==> config.mk <==
export PLATFORM = sky130hd
export DESIGN_NAME = vnlp_norm_finish
export DESIGN_NICKNAME = d
export VERILOG_FILES = /design/src/rtl/vnlp_norm_finish_pkg.sv /design/src/rtl/vnlp_norm_finish_div.sv /design/src/rtl/vnlp_norm_finish.sv
export SDC_FILE = /design/constraint.sdc
export NUM_CORES = 1
export LEC_CHECK = 0
export CAP_MARGIN = 20
export CORE_AREA = 5 5 202 106
export DETAILED_ROUTE_END_ITERATION = 8
export DIE_AREA = 0 0 207 111
export PLACE_DENSITY = 0.72
export SLEW_MARGIN = 20
export SYNTH_ARGS = -nofsm -noshare
export SYNTH_HDL_FRONTEND = slang
export SYNTH_SLANG_ARGS = --single-unit
==> constraint.sdc <==
create_clock -name clk -period 3.15 [get_ports clk]
set_input_delay 0.63 -clock clk [delete_from_list [all_inputs] [get_ports clk]]
set_output_delay 0.63 -clock clk [all_outputs]
set_load 0.1 [all_outputs]
==> src/rtl/vnlp_norm_finish_pkg.sv <==
// Shared constants and state encoding for the norm finishing stage.
// The magnitude width is derived from the squared-norm width.
package vnlp_norm_finish_pkg;
  localparam int precis     = 39;
  localparam int len_size   = 8;
  localparam int mag_size   = (precis + 1) / 2;
  localparam int state_size = 2;
  localparam int DIV_ITERS  = precis;
  localparam int SQRT_ITERS = mag_size;
  localparam int CNT_W      = 6;

  typedef enum logic [state_size-1:0] {
    IDLE = 2'd0,
    DIV  = 2'd1,
    SQRT = 2'd2,
    DONE = 2'd3
  } state_t;
endpackage

==> src/rtl/vnlp_norm_finish_div.sv <==
// Restoring divider: one quotient bit per step, MSB first.
// Dividend and quotient share one shift register.
module seq_divider #(
  parameter int DATA_W = 39,
  parameter int DIV_W  = 8
) (
  input  logic              clk,
  input  logic              load,
  input  logic              step,
  input  logic [DATA_W-1:0] dividend,
  input  logic [DIV_W-1:0]  divisor,
  output logic [DATA_W-1:0] quotient
);
  logic [DATA_W-1:0] dq_p0;
  logic [DIV_W:0]    rem_p0;
  logic [DIV_W-1:0]  dvs_p0;
  logic [DIV_W:0]    shifted;
  logic [DIV_W:0]    diff;
  logic              fits;

  always_comb begin
    shifted = (rem_p0 << 1) | (DIV_W+1)'(dq_p0[DATA_W-1]);
    diff    = shifted - {1'b0, dvs_p0};
    fits    = (shifted >= {1'b0, dvs_p0});
  end

  // partial remainder stays below the divisor, so DIV_W+1 bits never overflow
  always_ff @(posedge clk) begin
    if (load) begin
      dq_p0  <= dividend;
      rem_p0 <= '0;
      dvs_p0 <= divisor;
    end else if (step) begin
      dq_p0  <= (dq_p0 << 1) | DATA_W'(fits);
      rem_p0 <= fits ? diff : shifted;
    end
  end

  assign quotient = dq_p0;
endmodule

==> src/rtl/vnlp_norm_finish.sv <==
// Finishing stage: floor(sqrt(norm2)) and floor(norm2/len) computed
// bit-serially after a level-sensitive, edge-armed acceptance.
module vnlp_norm_finish
  import vnlp_norm_finish_pkg::*;
(
  input  logic                  clk,
  input  logic                  rst_n,
  input  logic                  in_valid,
  input  logic [precis-1:0]     norm2,
  input  logic [len_size-1:0]   len,
  output logic [mag_size-1:0]   mag,
  output logic [precis-1:0]     mean_sq,
  output logic                  div_err,
  output logic                  out_valid,
  output logic                  busy,
  output logic [state_size-1:0] the_state
);
  state_t                state, state_nxt;
  logic                  armed;
  logic                  accept;
  logic [CNT_W-1:0]      cnt;
  logic                  cnt_last;
  logic                  finish;
  logic                  len_zero_p0;
  logic [precis-1:0]     quotient;
  logic [2*mag_size-1:0] sq_op_p0;
  logic [mag_size-1:0]   root_p0, root_nxt;
  logic [mag_size+1:0]   sq_rem_p0, sq_rem_t, sq_trial, rem_nxt;
  logic                  sq_fits;

  assign accept   = (state == IDLE) && armed && in_valid;
  assign cnt_last = (cnt == '0);
  assign finish   = (state == SQRT) && cnt_last;

  always_comb begin
    state_nxt = state;
    case (state)
      IDLE:    if (accept) state_nxt = DIV;
      DIV:     if (cnt_last) state_nxt = SQRT;
      SQRT:    if (cnt_last) state_nxt = DONE;
      default: state_nxt = IDLE;
    endcase
  end

  always_ff @(posedge clk) begin
    if (!rst_n) begin
      state <= IDLE;
      armed <= 1'b0;
      cnt   <= '0;
    end else begin
      state <= state_nxt;
      if (accept) armed <= 1'b0;
      else if (!in_valid) armed <= 1'b1;
      // the shared iteration counter reloads on every state entry
      if (state_nxt != state) begin
        case (state_nxt)
          DIV:     cnt <= CNT_W'(DIV_ITERS - 1);
          SQRT:    cnt <= CNT_W'(SQRT_ITERS - 1);
          default: cnt <= '0;
        endcase
      end else if (!cnt_last) begin
        cnt <= cnt - 1'b1;
      end
    end
  end

  seq_divider #(
    .DATA_W(precis),
    .DIV_W (len_size)
  ) u_div (
    .clk      (clk),
    .load     (accept),
    .step     (state == DIV),
    .dividend (norm2),
    .divisor  (len),
    .quotient (quotient)
  );

  // digit-by-digit root: bring down two operand bits, try (root<<2)|1
  always_comb begin
    sq_rem_t = (sq_rem_p0 << 2) | (mag_size+2)'(sq_op_p0[2*mag_size-1 -: 2]);
    sq_trial = {root_p0, 2'b01};
    sq_fits  = (sq_rem_t >= sq_trial);
    rem_nxt  = sq_fits ? (sq_rem_t - sq_trial) : sq_rem_t;
    root_nxt = (root_p0 << 1) | mag_size'(sq_fits);
  end

  always_ff @(posedge clk) begin
    if (accept) begin
      len_zero_p0 <= (len == '0);
      sq_op_p0    <= (2*mag_size)'(norm2);
      root_p0     <= '0;
      sq_rem_p0   <= '0;
    end else if (state == SQRT) begin
      sq_op_p0    <= sq_op_p0 << 2;
      root_p0     <= root_nxt;
      sq_rem_p0   <= rem_nxt;
    end
  end

  // results land on the edge entering DONE so they are visible with out_valid
  always_ff @(posedge clk) begin
    if (!rst_n) begin
      mag       <= '0;
      mean_sq   <= '0;
      div_err   <= 1'b0;
      out_valid <= 1'b0;
    end else begin
      out_valid <= finish;
      if (finish) begin
        mag     <= root_nxt;
        mean_sq <= len_zero_p0 ? '0 : quotient;
        div_err <= len_zero_p0;
      end
    end
  end

  assign busy      = (state != IDLE);
  assign the_state = state;
endmodule
==> reports/metrics.yaml, run 1 <==
outcome: "finished, final reports clean"
cp.required_ps: 3510
nFillCells: 1666
fin_skew_ps: 11.0
yosys_warnings: 0
antenna_left: 0
grt.overflow.total: 0
totalWireLength_mm: 21.2
vias_per_cell: 5.19
powerDensity_nw_per_um2: 872
cap_viol_max_count: 0
setup_violations: 0
period_minus_slack_ps: 2590
antenna_cells: 0
cts_root_buffer: "clkbuf_16"
slew_headroom: 0.361
die_height_um: 111
drv_slew: 0
clkSlewWorstSetupHoldPaths_ps: 70
ys_ff_latch: 206
clock_latency_ps: 500
grt_usage: 0.181
synth-edff-count: 87
cts_max_path_buffers: 3
placeableCoreArea_um2: 19300
arrival_ps: 2950
route.detailed.drc: 0
io-pin-count: 114
end_kind: "flop"
power_mw: 9.96
fin_crit_sh: 0.824
peakVddDrop_mv: 0.651
fin_nets: 1192
final_cell_mix: "nand2_1 (285), dfxtp_1 (119), edfxtp_1 (87), buf_4 (79), a21boi_0 (62)"
p_seq_frac: 0.344
htree_levels: 1
first_global_vias: 7121
fin_ws_ps: 556
cts_tree: "yes"
hold_class: "flop to flop"
tns_ps: 0
ys_types: 57
place_ws_ps: 453
hold_buffers: 0
mostFrequentLayoutCell: "nand2_1"
netlist_instances: 1007
io_buffers: 113
syn_area_um2: 9510
p_comb_frac: 0.411
rows: 36
rsz0062_at_grt: "no"
antenna_found_initial: 0
grt_max_degree: 96
cts_resized: 0
synth_nets: 1091
synthFlopType: "dfxtp_1"
wire_per_inst_um: 15.3
p_int_mw: 6.45
grt_pass1_wl_mm: 35.5
max_freq_mhz: 385
drive_above_1_share: 0.117
place_hpwl_mm: 14.6
cellLeakagePower_nw: 4.65
setup.worst_path.start_class: "flop"
p_switching_mw: 3.51
initial_core_util: 0.493
worst_pin_slew_ps: 959
die_w_um: 207
drt_iter0_markers: 392
area_growth_syn_to_layout_pct: 20.0
gp_congestion: 0.858
dr.pass1.iters: 4
switching_share: 0.352
tritoncts.num_buffers: 19
syn_avg_cell_area_um2: 9.44
post_cts_buffers: 0
async_reset_ff_frac: 0
ys_seq_area_frac: 0.525
die-area_um2: 23000
worst-setup-path-type: "flop to flop"
clkSinkCount: 206
path_max_fanout: 15
hold_slack_ps: 453
final_hold_viol_count: 0
p_clk_frac: 0.245
vias: 7195
-- through the flow --
| stage | cell area (µm²) | cells | utilization |
|---|---|---|---|
| global route | 11400 | 1387 | 0.592 |
| finish | 11400 | 1387 | 0.592 |
| floorplan | 9510 | 1007 | - |
| global placement | 10800 | 1352 | 0.558 |
| CTS | 11400 | 1386 | 0.591 |
| detailed placement | 10800 | 1352 | 0.558 |
-- per-layer routing --
metal  track usage  vias to the layer above  wire length, µm  share of wire
met5             0                        -                0              0
met4        0.0436                        0              444          0.021
met3        0.0294                       30              756          0.036
met2         0.307                      127             9900           0.47
met1         0.244                     3382            10100           0.48
li1              -                     3656                -              -
-- Yosys cell counts (2+ instances only) --
cell type,instances,share of area
a32oi_1,2,0.0018
a22o_1,4,0.0037
a21oi_1,33,0.017
nand2b_1,5,0.0033
buf_1,4,0.0016
nand3b_1,38,0.030
o21a_1,4,0.0032
nor3_1,6,0.0032
a21oi_2,2,0.0018
or3_1,6,0.0039
or2_2,5,0.0033
mux2i_1,22,0.023
xnor2_1,17,0.016
a21o_1,8,0.0063
buf_2,3,0.0016
nor2_1,19,0.0075
edfxtp_1,87,0.27
o21ai_0,54,0.028
and3_1,3,0.0020
buf_6,2,0.0024
and2_1,8,0.0053
o21bai_1,3,0.0024
a21boi_0,62,0.049
nor3b_1,4,0.0032
o211a_1,2,0.0021
xor2_1,8,0.0074
nand4_1,6,0.0039
dfxtp_1,119,0.25
nor2b_1,6,0.0039
a21boi_1,2,0.0016
ha_1,33,0.043
o31ai_1,2,0.0016
or4_1,2,0.0016
clkbuf_1,40,0.016
inv_1,42,0.017
nand2_1,286,0.11
o21ai_1,5,0.0026
nand3_1,29,0.015
a31oi_1,5,0.0033
o211ai_1,2,0.0016
-- final cells by class --
| type | count | area [µm²] | share of cell area |
|---|---|---|---|
| inverter | 43 | 161 | 0.0141 |
| sequential | 206 | 4990 | 0.438 |
| multi-input combinational | 707 | 4150 | 0.363 |
| clock inverter | 12 | 139 | 0.0122 |
| tap | 266 | 333 | 0.0292 |
| clock buffer | 22 | 507 | 0.0444 |
| timing repair buffer | 131 | 1130 | 0.0993 |
-- critical path, stage by stage, from the launching register on --
cell      delay, ps
dfxtp_1         360
inv_1            70
ha_1            370
a21o_1          240
a31oi_4         220
a21oi_2          80
a211oi_2        260
a21oi_2         100
o22ai_4         180
buf_4           280
mux2i_1         230
a21oi_1          90
-- worst paths after layout --
path	from	to	slack (ps)	depth (start not counted)
worst min register to register	sq_op_p0[37]	sq_op_p0[39]	450	2
worst max-delay path	root_p0[9]	sq_rem_p0[2]	560	11
worst min-delay path	sq_op_p0[37]	sq_op_p0[39]	450	2
worst max register to register	root_p0[9]	sq_rem_p0[2]	560	11
-- state kept, by name, summed over array words and instances, names as in the netlist --
signal	flops
armed	1
cnt	6
div_err	1
len_zero_p0	1
mag	20
mean_sq	39
out_valid	1
root_p0	20
sq_op_p0	40
sq_rem_p0	20
the_state	2
u_div.dvs_p0	8
u_div.quotient	39
u_div.rem_p0	8
-- power by group through the flow --
stage / Sequential, mW / Clock [mW] / Combinational [mW]
3_3_place_gp: 3.48 / 0 / 3.97
5_1_grt: 3.47 / 2.61 / 4.57
6_report: 3.43 / 2.44 / 4.09
2_1_floorplan: 3.51 / 0 / 3.33
4_1_cts: 3.43 / 2.49 / 4.08
3_5_place_dp: 3.49 / 0 / 4.06
-- kinds of logic (layout without fill, tap and decap cells) --
group	count (synthesis)	in the layout	share of synthesized area
AND/OR/NAND/NOR	425	425	0.201
flip-flops	206	206	0.525
XOR/XNOR	25	25	0.0230
multiplexers	22	22	0.0232
buffers and inverters	94	208	0.0414
AO/OA/AOI/OAI	201	201	0.141
adder cells (fa/ha/maj)	34	34	0.0455
Note: power is estimated with default switching activity, not from simulation.
==> run 2: changes to the inputs <==
==> constraint.sdc (replaced) <==
create_clock -name clk -period 2.4 [get_ports clk]
set_input_delay 0.48 -clock clk [delete_from_list [all_inputs] [get_ports clk]]
set_output_delay 0.48 -clock clk [all_outputs]
set_load 0.1 [all_outputs]
==> run 2 against run 1 <==
Compared with the run above:
- wire length increased by 6.9%
- cell area rose by 5.4%
- flip-flop and latch count unchanged
- sequential power is 33% higher
- worst setup slack worse by 530 ps
- non-clock buffer count is 41 higher
- clock skew decreased by 1.8 ps
- clock power rose by 27%
- critical path depth down 1
- combinational power rose by 71%
- largest cell class unchanged
- critical path type unchanged
- final cell count increased by 3.1%
==> reports/metrics.yaml, run 2 (synthesis gave the netlist of run 1 again) <==
postLayoutCellArea_um2: 12000  # +5.4%
first_global_vias: 7550  # +6.0%
wl_met1_mm: 10.4  # +3.5%
cp.required_ps: 2770  # -740 ps
fin_ws_ps: 21.0  # -535 ps
p_seq_frac: 0.312  # -0.032
min_from: "sq_op_p0[37]"
period_minus_slack_ps: 2380  # -215 ps
rsz0062_at_grt: "yes"
path_cells: "ha_4 > buf_4 > a31oi_4 > a21oi_2 > a211oi_2 > a21oi_2 > o22ai_4 > buf_6 > mux2i_1 > a21oi_1"
utilization: 0.624  # +0.0320
hold_buffers: 0  # unchanged
switching_share: 0.356  # +0.00366
top_layer: "met4"
antenna_found_initial: 0  # unchanged
placed_cell_area_um2: 11000  # +2.3%
critPathTopFamily: "compound AO/OA/AOI/OAI gates"
route.detailed.drc: 0  # unchanged
power_mw: 14.7  # +47%
grt_pass1_wl_mm: 36.8  # +3.8%
gp_congestion: 0.863  # +0.57%
drt_iter0_markers: 461  # +18%
slew_headroom: 0.522  # +0.161
peakVddDrop_mv: 0.687  # +5.5%
setup_violations: 0  # unchanged
r2r_slack_ps: 20  # -530 ps
die_height_um: 111  # unchanged
io-pin-count: 114  # unchanged
io_buffers: 113  # unchanged
initial_core_util: 0.493  # unchanged
slowest_delay_ps: 410  # +40 ps
cellLeakagePower_nw: 4.89  # +5.2%
worst_pin_slew_ps: 717  # -241 ps
setup.worst_path.start_class: "flop"
die-area_um2: 23000  # unchanged
placeableCoreArea_um2: 19300  # unchanged
hold_class: "flop to flop"
totalWireLength_mm: 22.6  # +6.9%
p_int_mw: 9.44  # +46%
cts_max_path_buffers: 3  # unchanged
worst-setup-path-type: "flop to flop"
slowest_stage: "dfxtp_1"
grt_usage: 0.186  # +0.00551
p_comb_frac: 0.477  # +0.066
max_flop_register: "sq_op_p0"
tns_ps: 0  # unchanged
largest_reg_flops: 40  # unchanged
fin_crit_sh: 0.991  # +0.168
clkSinkCount: 206  # unchanged
critPathBufInv: 2  # unchanged
outcome: "finished, final reports clean"
end_kind: "flop"
antenna_left: 0  # unchanged
rows: 36  # unchanged
place_ws_ps: -44.9  # -498 ps
htree_levels: 1  # unchanged
grt_max_degree: 78  # -19%
drive_above_1_share: 0.196  # +0.0790
cts_root_buffer: "clkbuf_16"
tritoncts.num_buffers: 20  # +1
grt.overflow.total: 0  # unchanged
place_hpwl_mm: 14.6  # +0.21%
cap_viol_max_count: 0  # unchanged
final_cell_mix: "nand2_1 (285), buf_4 (114), dfxtp_1 (101), edfxtp_1 (87), a21boi_0 (62)"
dr.pass1.iters: 5  # +1
cp_common_cell: "a21oi_2"
met3_length_um: 851  # +13%
powerDensity_nw_per_um2: 1220  # +40%
drv_slew: 0  # unchanged
timing.rr.start: "sq_rem_p0[10]"
wire_per_inst_um: 15.8  # +3.7%
clkSlewWorstSetupHoldPaths_ps: 70  # about the same
vias_per_cell: 5.27  # +1.5%
clock_latency_ps: 500  # about the same
route.met2.wl_mm: 11.0  # +11%
area_growth_syn_to_layout_pct: 26.5
cts_tree: "yes"
max_freq_mhz: 420  # +9.1%
p_switching_mw: 5.22  # +49%
p_clk_frac: 0.212  # -0.033
fin_skew_ps: 9.25  # -1.79 ps
fin_nets: 1234  # +3.5%
path_max_fanout: 8  # -7
antenna_cells: 0  # unchanged
worstSetupStartpoint: "sq_rem_p0[10]"
die_w_um: 207  # unchanged
vias: 7530  # +4.7%
final_hold_viol_count: 0  # unchanged
mostFrequentLayoutCell: "nand2_1"
arrival_ps: 2750  # -200 ps
-- run 2: stage by stage --
| step | std cells | hold WS [ps] |
|---|---|---|
| 2_1_floorplan | 1007 | 418 |
| 3_3_place_gp | 1380 | 452 |
| 3_5_place_dp | 1380 | 450 |
| 4_1_cts | 1417 | 466 |
| 5_1_grt | 1430 | 482 |
| 6_report | 1430 | 462 |
-- run 2: repair_timing --
action                                  4_1_cts  5_1_grt
endpoints found under the setup margin       20       33
cloned                                        0        1
resized for setup                             6       56
pin swaps                                     2       34
buffers inserted                              1       12
-- run 2: worst paths after layout --
path | cells after the start | to
worst max-delay path | 10 | sq_rem_p0[4]
worst max register to register | 10 | sq_rem_p0[4]
worst min register to register | 2 | sq_op_p0[39]
worst min-delay path | 2 | sq_op_p0[39]
-- run 2: power groups by stage --
stage | Sequential [mW] | Clock [mW] | Combinational (mW)
finish | 4.57 | 3.11 | 6.99
global placement | 4.56 | 0 | 5.68
detailed placement | 4.58 | 0 | 5.81
floorplan | 4.61 | 0 | 4.37
global route | 4.62 | 3.31 | 7.64
CTS | 4.51 | 3.17 | 6.09
-- run 2: worst reg2reg max path, stage by stage (launching register included) --
cell	delay, ps
dfxtp_1	410
ha_4	230
buf_4	140
a31oi_4	220
a21oi_2	90
a211oi_2	260
a21oi_2	110
o22ai_4	280
buf_6	190
mux2i_1	240
a21oi_1	90
-- run 2: cell type report --
class / instances / area (µm²)
clock buffers: 25 / 549
clock inverters: 11 / 92.6
fillers: 1623 / 7250
inverters: 43 / 165
multi-input cells: 707 / 4400
flip-flops and latches: 206 / 5020
well taps: 266 / 333
repair buffers: 172 / 1470
-- run 2: metal layers --
metal,track usage,vias up
met5,0,-
met1,0.250,3611
met2,0.317,148
met4,0.0436,0
li1,-,3743
met3,0.0317,28
==> run 3: changes to the inputs <==
--- a/config.mk
+++ b/config.mk
@@ -7,6 +7,7 @@
 export LEC_CHECK = 0
 export CAP_MARGIN = 20
 export CORE_AREA = 5 5 202 106
+export CTS_CLUSTER_DIAMETER = 30
 export DETAILED_ROUTE_END_ITERATION = 8
 export DIE_AREA = 0 0 207 111
 export PLACE_DENSITY = 0.72
==> constraint.sdc (replaced) <==
create_clock -name clk -period 2.22 [get_ports clk]
set_input_delay 0.444 -clock clk [delete_from_list [all_inputs] [get_ports clk]]
set_output_delay 0.444 -clock clk [all_outputs]
set_load 0.1 [all_outputs]
==> run 3 against run 2 <==
Compared with the run above:
- the flow now finishes with violations (setup timing)
- cell area is 7.4% higher
- wire length increased by 2.7%
- global-route usage increased by 0.74 points
==> reports/metrics.yaml, run 3 (synthesis gave the netlist of run 1 again) <==
utilization: 0.670  # +0.0463
cellLeakagePower_nw: 5.35  # +9.3%
power_mw: 18.3  # +25%
antenna_found_initial: 0  # unchanged
arrival_ps: 2810  # +60 ps
clkSlewWorstSetupHoldPaths_ps: 60  # about the same
final_hold_viol_count: 0  # unchanged
final_cell_mix: "nand2_1 (285), buf_4 (150), dfxtp_1 (109), edfxtp_1 (87), a21boi_0 (61)"
setup.worst_path.start_class: "flop"
area_growth_syn_to_layout_pct: 35.9
totalWireLength_mm: 23.2  # +2.7%
dr.pass1.iters: 6  # +1
fin_ws_ps: -157  # -178 ps
hold_class: "input pin to flop"
route.detailed.drc: 0  # unchanged
drt_iter0_markers: 363  # -21%
setup_violations: 20  # +20
fin_crit_sh: 1.07  # +0.0792
cts_root_buffer: "clkbuf_16"
cts_tree: "yes"
place_hpwl_mm: 15.1  # +3.5%
io-pin-count: 114  # unchanged
period_minus_slack_ps: 2380  # -2.50 ps
outcome: "finished with violations"
io_buffers: 113  # unchanged
clock_latency_ps: 560  # +60 ps
powerDensity_nw_per_um2: 1410  # +16%
fin_skew_ps: 20.0  # +10.8 ps
htree_levels: 1  # unchanged
hold_buffers: 0  # unchanged
path_cells: "inv_2 > ha_4 > a21o_1 > a31oi_4 > a21oi_2 > a211oi_4 > a21oi_4 > o22ai_4 > buf_6 > buf_8 > mux2i_2 > a21oi_1"
grt_usage: 0.194  # +0.00742
end_kind: "flop"
die_w_um: 207  # unchanged
grt_max_degree: 74  # -5.1%
max_flop_register: "sq_op_p0"
mostFrequentLayoutCell: "nand2_1"
max_freq_mhz: 421  # +0.10%
largest_reg_flops: 40  # unchanged
cp.required_ps: 2650  # -120 ps
hold_slack_ps: 421  # -40.2 ps
first_global_vias: 7893  # +4.5%
rows: 36  # unchanged
vias: 7786  # +3.4%
worst_pin_slew_ps: 547  # -170 ps
wire_per_inst_um: 15.6  # -1.5%
tritoncts.num_buffers: 31  # +55%
drv_slew: 0  # unchanged
worst-setup-path-type: "flop to flop"
die-area_um2: 23000  # unchanged
violations: "setup timing"
slowest_delay_ps: 350  # -60 ps
initial_core_util: 0.493  # unchanged
cap_viol_max_count: 0  # unchanged
antenna_left: 0  # unchanged
grt_pass1_wl_mm: 38.5  # +4.6%
cts_max_path_buffers: 3  # unchanged
vias_per_cell: 5.22  # -0.90%
antenna_cells: 0  # unchanged
slew_headroom: 0.635  # +0.114
die_height_um: 111  # unchanged
placeableCoreArea_um2: 19300  # unchanged
tns_ps: -1830  # -1830 ps
place_ws_ps: -243  # -198 ps
clkSinkCount: 206  # unchanged
peakVddDrop_mv: 0.764  # +11%
slowest_stage: "dfxtp_2"
rsz0062_at_grt: "yes"
grt.overflow.total: 0  # unchanged
drive_above_1_share: 0.243  # +0.0472
path_max_fanout: 5  # -3
gp_congestion: 0.868  # +0.59%
fin_nets: 1285  # +4.1%
-- run 3: path summary, 6_finish.rpt --
| check | cells after the start | end | slack (ps) | start |
|---|---|---|---|---|
| setup reg to reg | 12 | sq_rem_p0[9] | -160 | root_p0[9] |
| hold / removal | 2 | cnt[1] | 420 | rst_n |
| hold reg to reg | 2 | mag[8] | 460 | mag[8] |
| setup / recovery | 12 | sq_rem_p0[9] | -160 | root_p0[9] |
-- run 3: power breakdown --
part	switching (mW)	leakage, nW	internal (mW)
Sequential	0.341	1.78	4.56
Clock	1.91	0.527	3.05
Combinational	4.14	3.04	4.27
Total	6.39	5.35	11.9
-- run 3: critical path, delay by kind of cell, from the launching register on --
| family | cells | cell delay [ps] |
|---|---|---|
| DFF | 1 | 350 |
| buffers and inverters | 3 | 330 |
| adders and majority gates | 1 | 240 |
| muxes | 1 | 210 |
| AOI/OAI and AO/OA | 7 | 1130 |
-- run 3: layout make-up --
class	instances	area, µm²
Sequential cell	206	5010
Multi-Input combinational cell	707	4500
Fill cell	1533	6350
Inverter	43	166
Clock buffer	35	811
Tap cell	266	333
Timing Repair Buffer	212	1830
Clock inverter	23	274
-- run 3: routing by layer --
metal	up-vias	track usage	part of all wire
met4	0	0.0484	0.024
met5	-	0	0
met1	3704	0.244	0.44
met2	174	0.347	0.49
li1	3854	-	-
met3	54	0.0339	0.043
-- run 3: through the flow --
| step | area, µm² | instances |
|---|---|---|
| floorplan | 9580 | 1007 |
| CTS | 12700 | 1480 |
| detailed placement | 11400 | 1412 |
| global placement | 11400 | 1412 |
| finish | 12900 | 1492 |
| global route | 12900 | 1492 |
-- run 3: what timing repair did --
item | in CTS | in global routing
setup endpoints to repair | 31 | 36
resized for setup | 31 | 46
pin swaps | 31 | 26
buffers inserted | 8 | 15
cloned | 2 | 0
